<file path="config.mk">
export PLATFORM = sky130hd
export DESIGN_NAME = mem_access_unit
export DESIGN_NICKNAME = d
export VERILOG_FILES = /design/src/rtl/tomasulo_pkg.sv /design/src/rtl/lsq_fifo.sv /design/src/rtl/mem_access_unit.sv
export SDC_FILE = /design/constraint.sdc
export NUM_CORES = 1
export LEC_CHECK = 0
export CAP_MARGIN = 20
export CELL_PAD_IN_SITES_DETAIL_PLACEMENT = 0
export CELL_PAD_IN_SITES_GLOBAL_PLACEMENT = 1
export CORE_MARGIN = 8
export CORE_UTILIZATION = 50
export CTS_BUF_LIST = sky130_fd_sc_hd__clkbuf_8 sky130_fd_sc_hd__clkbuf_16
export DETAILED_ROUTE_END_ITERATION = 8
export GPL_ROUTABILITY_DRIVEN = 0
export PLACE_DENSITY_LB_ADDON = 0.05
export RECOVER_POWER = 100
export SYNTH_ARGS = -nofsm -noshare
export SYNTH_HDL_FRONTEND = slang
export SYNTH_SLANG_ARGS = --single-unit
</file>
<file path="constraint.sdc">
create_clock -name clk -period 4.6 [get_ports clk]
set_clock_uncertainty 0.1 [all_clocks]
set_input_delay 0.92 -clock clk [delete_from_list [all_inputs] [get_ports clk]]
set_output_delay 0.92 -clock clk [all_outputs]
set_load 0.01 [all_outputs]
</file>
<file path="src/rtl/tomasulo_pkg.sv">
// +----------------------------------------------------------------------+
// | tomasulo_pkg: shared types for the load/store buffer                 |
// | Rev 1.0                                                              |
// +----------------------------------------------------------------------+
`default_nettype none

package tomasulo_pkg;

  localparam int MAU_TAG_W = 4;

  localparam logic OP_LOAD  = 1'b0;
  localparam logic OP_STORE = 1'b1;

  typedef enum logic [2:0] {
    IDLE    = 3'd0,
    RD_WAIT = 3'd1,
    WR_WAIT = 3'd2,
    BCAST   = 3'd3,
    ST_RET  = 3'd4
  } mau_state_t;

  typedef struct packed {
    logic                 is_store;
    logic [31:0]          addr;
    logic [31:0]          data;
    logic [MAU_TAG_W-1:0] tag;
  } lsq_entry_t;

endpackage

`default_nettype wire

</file>
<file path="src/rtl/lsq_fifo.sv">
// +----------------------------------------------------------------------+
// | lsq_fifo: in-order queue of pending memory ops with flush            |
// | Rev 1.0                                                              |
// +----------------------------------------------------------------------+
`default_nettype none

module lsq_fifo
  import tomasulo_pkg::*;
#(
  parameter int DEPTH = 4
) (
  input  logic                         clk,
  input  logic                         rst_n,
  input  logic                         enq,
  input  lsq_entry_t                   enq_entry,
  input  logic                         deq,
  input  logic                         flush,
  output lsq_entry_t                   head,
  output logic                         empty,
  output logic [$clog2(DEPTH+1)-1:0]   count
);

  localparam int PTR_W = $clog2(DEPTH);
  localparam int CNT_W = $clog2(DEPTH + 1);

  lsq_entry_t       mem [DEPTH];
  logic [PTR_W-1:0] wr_ptr;
  logic [PTR_W-1:0] rd_ptr;
  logic [CNT_W-1:0] cnt;
  logic             full;
  logic             do_enq;
  logic             do_deq;

  assign full   = (cnt == CNT_W'(DEPTH));
  assign empty  = (cnt == '0);
  // Flush wins over both sides so a same-cycle enqueue is dropped.
  assign do_enq = enq && !full && !flush;
  assign do_deq = deq && !empty && !flush;
  assign head   = mem[rd_ptr];
  assign count  = cnt;

  always_ff @(posedge clk) begin
    if (do_enq) begin
      mem[wr_ptr] <= enq_entry;
    end
  end

  always_ff @(posedge clk or negedge rst_n) begin
    if (!rst_n) begin
      wr_ptr <= '0;
      rd_ptr <= '0;
      cnt    <= '0;
    end else if (flush) begin
      wr_ptr <= '0;
      rd_ptr <= '0;
      cnt    <= '0;
    end else begin
      if (do_enq) wr_ptr <= wr_ptr + 1'b1;
      if (do_deq) rd_ptr <= rd_ptr + 1'b1;
      case ({do_enq, do_deq})
        2'b10:   cnt <= cnt + 1'b1;
        2'b01:   cnt <= cnt - 1'b1;
        default: cnt <= cnt;
      endcase
    end
  end

endmodule

`default_nettype wire

</file>
<file path="src/rtl/mem_access_unit.sv">
// +----------------------------------------------------------------------+
// | mem_access_unit: in-order load/store issue to a multi-cycle RAM      |
// | Rev 1.0                                                              |
// +----------------------------------------------------------------------+
`default_nettype none

module mem_access_unit
  import tomasulo_pkg::*;
#(
  parameter int DEPTH       = 4,
  parameter int TAG_W       = MAU_TAG_W,
  parameter int TIMEOUT_CYC = 64
) (
  input  logic             clk,
  input  logic             rst_n,
  input  logic             enq_valid,
  output logic             enq_ready,
  input  logic             enq_is_store,
  input  logic [31:0]      enq_addr,
  input  logic [31:0]      enq_data,
  input  logic [TAG_W-1:0] enq_tag,
  input  logic             flush,
  output logic [31:0]      ram_addr,
  output logic [31:0]      ram_wdata,
  output logic             ram_nrd,
  output logic             ram_nwr,
  input  logic [31:0]      ram_rdata,
  input  logic             ram_rd_ok,
  input  logic             ram_wr_ok,
  output logic             cdb_valid,
  input  logic             cdb_ready,
  output logic [TAG_W-1:0] cdb_tag,
  output logic [31:0]      cdb_data,
  output logic             cdb_err,
  output logic             st_done,
  output logic [TAG_W-1:0] st_tag,
  output logic             timeout_err
);

  localparam int                CNT_W    = $clog2(DEPTH + 1);
  localparam int                TMO_W    = $clog2(TIMEOUT_CYC + 1);
  localparam logic [TMO_W-1:0]  TMO_LAST = TMO_W'(TIMEOUT_CYC - 1);
  localparam logic [TMO_W-1:0]  TMO_MAX  = TMO_W'(TIMEOUT_CYC);

  lsq_entry_t       enq_entry;
  lsq_entry_t       head;
  logic             q_empty;
  logic [CNT_W-1:0] q_count;
  logic             q_deq;

  mau_state_t       state_q, state_d;
  logic [31:0]      addr_q, addr_d, wdata_q, wdata_d;
  logic             nrd_q, nrd_d, nwr_q, nwr_d;
  logic [TAG_W-1:0] op_tag_q, op_tag_d;
  logic [TAG_W-1:0] cdb_tag_q, cdb_tag_d, st_tag_q, st_tag_d;
  logic [31:0]      cdb_data_q, cdb_data_d;
  logic             cdb_err_q, cdb_err_d;
  logic             tmo_err_q, tmo_err_d;
  logic [TMO_W-1:0] tmo_q, tmo_d;

  assign enq_entry = '{is_store: enq_is_store, addr: enq_addr, data: enq_data, tag: enq_tag};
  assign enq_ready = (q_count != CNT_W'(DEPTH));

  lsq_fifo #(.DEPTH(DEPTH)) u_fifo (
    .clk       (clk),
    .rst_n     (rst_n),
    .enq       (enq_valid && enq_ready),
    .enq_entry (enq_entry),
    .deq       (q_deq),
    .flush     (flush),
    .head      (head),
    .empty     (q_empty),
    .count     (q_count)
  );

  always_ff @(posedge clk or negedge rst_n) begin
    if (!rst_n) begin
      state_q    <= IDLE;
      addr_q     <= '0;
      wdata_q    <= '0;
      nrd_q      <= 1'b1;
      nwr_q      <= 1'b1;
      op_tag_q   <= '0;
      cdb_tag_q  <= '0;
      cdb_data_q <= '0;
      cdb_err_q  <= 1'b0;
      st_tag_q   <= '0;
      tmo_err_q  <= 1'b0;
      tmo_q      <= '0;
    end else begin
      state_q    <= state_d;
      addr_q     <= addr_d;
      wdata_q    <= wdata_d;
      nrd_q      <= nrd_d;
      nwr_q      <= nwr_d;
      op_tag_q   <= op_tag_d;
      cdb_tag_q  <= cdb_tag_d;
      cdb_data_q <= cdb_data_d;
      cdb_err_q  <= cdb_err_d;
      st_tag_q   <= st_tag_d;
      tmo_err_q  <= tmo_err_d;
      tmo_q      <= tmo_d;
    end
  end

  always_comb begin
    state_d    = state_q;
    addr_d     = addr_q;
    wdata_d    = wdata_q;
    nrd_d      = nrd_q;
    nwr_d      = nwr_q;
    op_tag_d   = op_tag_q;
    cdb_tag_d  = cdb_tag_q;
    cdb_data_d = cdb_data_q;
    cdb_err_d  = cdb_err_q;
    st_tag_d   = st_tag_q;
    tmo_err_d  = tmo_err_q;
    tmo_d      = (tmo_q == TMO_MAX) ? tmo_q : tmo_q + 1'b1;
    q_deq      = 1'b0;

    case (state_q)
      IDLE: begin
        // Wait for the previous RAM status to drop before the next issue.
        if (!q_empty && !ram_rd_ok && !ram_wr_ok && !flush) begin
          q_deq    = 1'b1;
          op_tag_d = head.tag;
          tmo_d    = '0;
          if (head.addr[1:0] != 2'b00) begin
            if (head.is_store == OP_STORE) begin
              st_tag_d = head.tag;
              state_d  = ST_RET;
            end else begin
              cdb_tag_d  = head.tag;
              cdb_data_d = '0;
              cdb_err_d  = 1'b1;
              state_d    = BCAST;
            end
          end else begin
            addr_d = head.addr;
            if (head.is_store == OP_STORE) begin
              wdata_d = head.data;
              nwr_d   = 1'b0;
              state_d = WR_WAIT;
            end else begin
              nrd_d   = 1'b0;
              state_d = RD_WAIT;
            end
          end
        end
      end
      RD_WAIT: begin
        if (ram_rd_ok) begin
          nrd_d      = 1'b1;
          cdb_tag_d  = op_tag_q;
          cdb_data_d = ram_rdata;
          cdb_err_d  = 1'b0;
          state_d    = BCAST;
        end else if (tmo_q == TMO_LAST) begin
          nrd_d      = 1'b1;
          cdb_tag_d  = op_tag_q;
          cdb_data_d = '0;
          cdb_err_d  = 1'b1;
          tmo_err_d  = 1'b1;
          state_d    = BCAST;
        end
      end
      WR_WAIT: begin
        if (ram_wr_ok || tmo_q == TMO_LAST) begin
          nwr_d    = 1'b1;
          st_tag_d = op_tag_q;
          state_d  = ST_RET;
          if (!ram_wr_ok) tmo_err_d = 1'b1;
        end
      end
      BCAST: begin
        if (cdb_ready) state_d = IDLE;
      end
      ST_RET: begin
        state_d = IDLE;
      end
      default: begin
        state_d = IDLE;
        nrd_d   = 1'b1;
        nwr_d   = 1'b1;
      end
    endcase
  end

  assign ram_addr    = addr_q;
  assign ram_wdata   = wdata_q;
  assign ram_nrd     = nrd_q;
  assign ram_nwr     = nwr_q;
  assign cdb_valid   = (state_q == BCAST);
  assign cdb_tag     = cdb_tag_q;
  assign cdb_data    = cdb_data_q;
  assign cdb_err     = cdb_err_q;
  assign st_done     = (state_q == ST_RET);
  assign st_tag      = st_tag_q;
  assign timeout_err = tmo_err_q;

endmodule

`default_nettype wire

</file>
==> results by group <==
Clock tree
  – Skew-Pair Late Insertion Delay: 0.52 ns
  – H-tree depth: 2
  – TritonCTS buffer count: 42
  – Post_cts resized: 0
  – Clock sink count: 405
  – Clk slew on worst S/H paths: 0.06 ns
  – CTS Root Cell: clkbuf_16
  – Post-CTS Hold Fix Bufs: 0
  – Clk buf depth: 3
  – CTS tree: yes
  – Setup Fix Bufs, Post-CTS: 0

STA
  – Fin crit share: 83.9%
  – Slew Limit Headroom: -61.7%
  – Tmin final: 3.86 ns
  – Final Max Tran Viols: 263
  – Setup-failing EPs final: 0
  – Slew @ Worst Pin: 2.43 ns
  – Final hold violation count: 0
  – Hold WS: 0.375 ns
  – RSZ-0062 raised after global routing: false
  – Total negative slack: 0 ns
  – F_max: 259 MHz

Run status
  – Failing checks: max-capacitance violations, max-slew violations
  – Status: finished, violations left

Worst setup path
  – R2R Path End: u_fifo.mem[2][0]$_DFFE_PP_
  – Critical Path Source Type: input pin
  – CP Data Required Time: 4.69 ns
  – Worst R2R Path Depth: 5
  – Crit path arrival time: 3.95 ns
  – CP endpoint kind: register
  – Critical path class: input pin to register
  – Worst Path Max Fanout: 44
  – Launch point of the worst reg-to-reg path: u_fifo.count[2]$_DFFE_PN0P_
  – Largest stage delay on the critical path: 1.62 ns
  – Critical path's slowest cell: and2_0
  – Reg2Reg Setup Slack: 1.05 ns
  – Bufs and invs on worst path: 2
  – Worst-path cell chain: dlygate4sd3_1, nor2_1, and2_0, buf_12
  – Top delay family on crit path: simple AND/OR/NAND/NOR gates

Synthesis
  – Post-synth design cell area: 0.0153 mm²
  – Post-synthesis mux area share: 16.3%
  – Post-synthesis xor/xnor area fraction: 0.628%
  – Compound-Gate Fraction of Synth Area: 3.04%
  – Ys flop type: edfxtp_1
  – Largest family of logic cells by synthesized area: multiplexers
  – Async SR Flop Fraction: 31.9%
  – Sequential area share after synthesis: 75.1%
  – Avg Inst Size Synth: 20.2 µm²
  – Post-synth cell types: 48
  – Syn_nets: 874
  – Synth Area in Simple Gates: 2.68%
  – #FFs+latches synth: 405
  – Syn. warnings: 0
  – Adder-Cell Fraction of Synth Area: 0.702%
  – Number of synthesized flops with an enable pin: 276
  – Mapped Cells: 758

Layout
  – Layout fillers: 2201
  – Most frequent cells in the layout: edfxtp_1 (276), dlygate4sd3_1 (182), dfrtp_1 (125), mux4_2 (68), clkbuf_16 (44)
  – Share of layout cells above drive strength 1: 18.9%
  – Post-Layout Cell Count: 1425
  – Post-Route Utilization: 63.2%
  – Most common cell after layout, fill and taps aside: edfxtp_1
  – Sequential Area: 0.0115 mm²
  – Layout area overhead: 25.4%
  – Footprint of the multi-input gates: 0.00346 mm²
  – Final nets: 1110

Global routing
  – GRT overflow: 0
  – Largest net degree at the start of global routing: 92
  – Global-route wire length before repair: 49600 µm
  – Antenna violations before repair: 10
  – Vias in the first global route: 8733
  – GRT Total Usage: 17.5%

Power and ir drop
  – Clock group share of total power: 35.5%
  – Gate power share: 16.8%
  – Leakage power: 7.43 nW
  – Reg power frac: 47.7%
  – Psw: 2.33 mW
  – Pint: 7.28 mW
  – Worst vdd ir: 0.420 mV
  – PwrDens: 500 mW/mm²
  – Sw Share: 24.3%
  – Pwr Total: 9.61 mW

Floorplanning
  – Core area: 0.0304 mm²
  – Die extent in x: 191 µm
  – Die Area: 0.0365 mm²
  – Core Rows: 64
  – Initial Util: 50.4%
  – I/O pin total: 219
  – Die Ht: 191 µm

Route
  – Vias/cell: 5.48
  – DRC: 0
  – Drt wl/cell: 22.3 µm
  – Initial DRC count: 371
  – DR pass1 iterations: 4
  – Post-route ant nets: 0
  – Vias: 7811
  – DRT Wirelength: 31800 µm

Hold path
  – HP Class: register to register
  – Worst hold start: timeout_err$_DFFE_PN0P_
  – Worst hold path stage count: 1
  – Hold endpoint: timeout_err$_DFFE_PN0P_

Place
  – Port Buffer Count: 218
  – Post-DP HPWL: 19700 µm
  – Inst Count DP: 1345

Job
  – Max cap viols: 5
==> registers in the layout, summed over array words and instances, names as in the netlist, 2 cells and up <==
signal	flops
u_fifo.mem	276
cdb_data	32
ram_addr	32
ram_wdata	32
tmo_q	7
cdb_tag	4
op_tag_q	4
st_tag	4
state_q	3
u_fifo.count	3
u_fifo.rd_ptr	2
u_fifo.wr_ptr	2
==> power by group through the flow <==
stage | clock [mW] | combinational, mW | sequential, mW
2_1_floorplan | 0 | 0.790 | 4.71
3_3_place_gp | 0 | 1.75 | 4.64
3_5_place_dp | 0 | 1.79 | 4.67
4_1_cts | 3.50 | 1.80 | 4.60
5_1_grt | 3.65 | 1.77 | 4.64
6_report | 3.41 | 1.62 | 4.59
==> Yosys cell counts, types with 2 or more instances <==
master	instances	share of area (%)
mux4_2	68	10
buf_2	7	0.23
nand3_1	5	0.16
o22a_1	2	0.11
clkbuf_1	19	0.47
xnor2_1	8	0.46
and2_1	7	0.29
nand2_1	24	0.59
a22o_1	32	1.8
mux2_1	7	0.51
buf_1	7	0.17
mux2_2	33	2.4
ha_1	7	0.57
mux2i_1	6	0.39
and3_1	2	0.082
buf_8	3	0.29
or3_1	4	0.16
nor3_1	2	0.065
xor2_1	3	0.17
or2_2	6	0.24
mux2_4	30	2.9
buf_6	2	0.15
o31ai_1	2	0.098
nor4b_1	3	0.17
dfrtp_1	127	21
edfxtp_1	276	54
dfstp_2	2	0.34
a21oi_1	7	0.23
o21a_1	2	0.098
o21ai_0	9	0.29
inv_1	11	0.27
nor2_1	19	0.47
==> worst max path at each step <==
stage                from                     endpoint  depth (start not counted)  slack, ns
finish              flush   u_fifo.mem[2][0]$_DFFE_PP_                          4       0.74
global route        flush  u_fifo.mem[2][59]$_DFFE_PP_                          4       0.55
CTS                 flush     ram_wdata[2]$_DFFE_PN0P_                          6       1.20
detailed placement  flush    ram_wdata[31]$_DFFE_PN0P_                          6       0.66
global placement    flush     ram_wdata[3]$_DFFE_PN0P_                          6       0.69
floorplan           flush   u_fifo.mem[0][0]$_DFFE_PP_                          3       1.19
==> cell families after synthesis <==
family | after synthesis
buffers and inverters | 49
XOR/XNOR | 11
AND/OR/NAND/NOR | 80
AO/OA/AOI/OAI | 61
multiplexers | 144
adder cells (fa/ha/maj) | 8
flip-flops | 405
==> metrics by stage <==
| stage | area (µm²) | setup WS, ns |
|---|---|---|
| after global routing | 19200 | 0.554 |
| after detailed placement | 18000 | 0.664 |
| after floorplan | 15300 | 1.19 |
| after global placement | 18000 | 0.688 |
| final | 19200 | 0.739 |
| after CTS | 19400 | 1.20 |
==> metal layers <==
layer,part of all wire (%),global-route usage (%),vias up
li1,-,-,3471
met1,41,22.4,4039
met2,50,29.7,242
met3,7.8,4.85,47
met4,1.4,4.06,12
met5,0.25,0,-
==> area by class of cell <==
type,count,area share [%]
diodes,4,0.0520
flip-flops and latches,405,59.9
clock buffers,47,5.88
clock inverters,28,1.46
well taps,396,2.58
repair buffers,230,11.9
multi-input cells,304,18.0
inverters,11,0.215
Note: power is estimated with default switching activity, not from simulation.
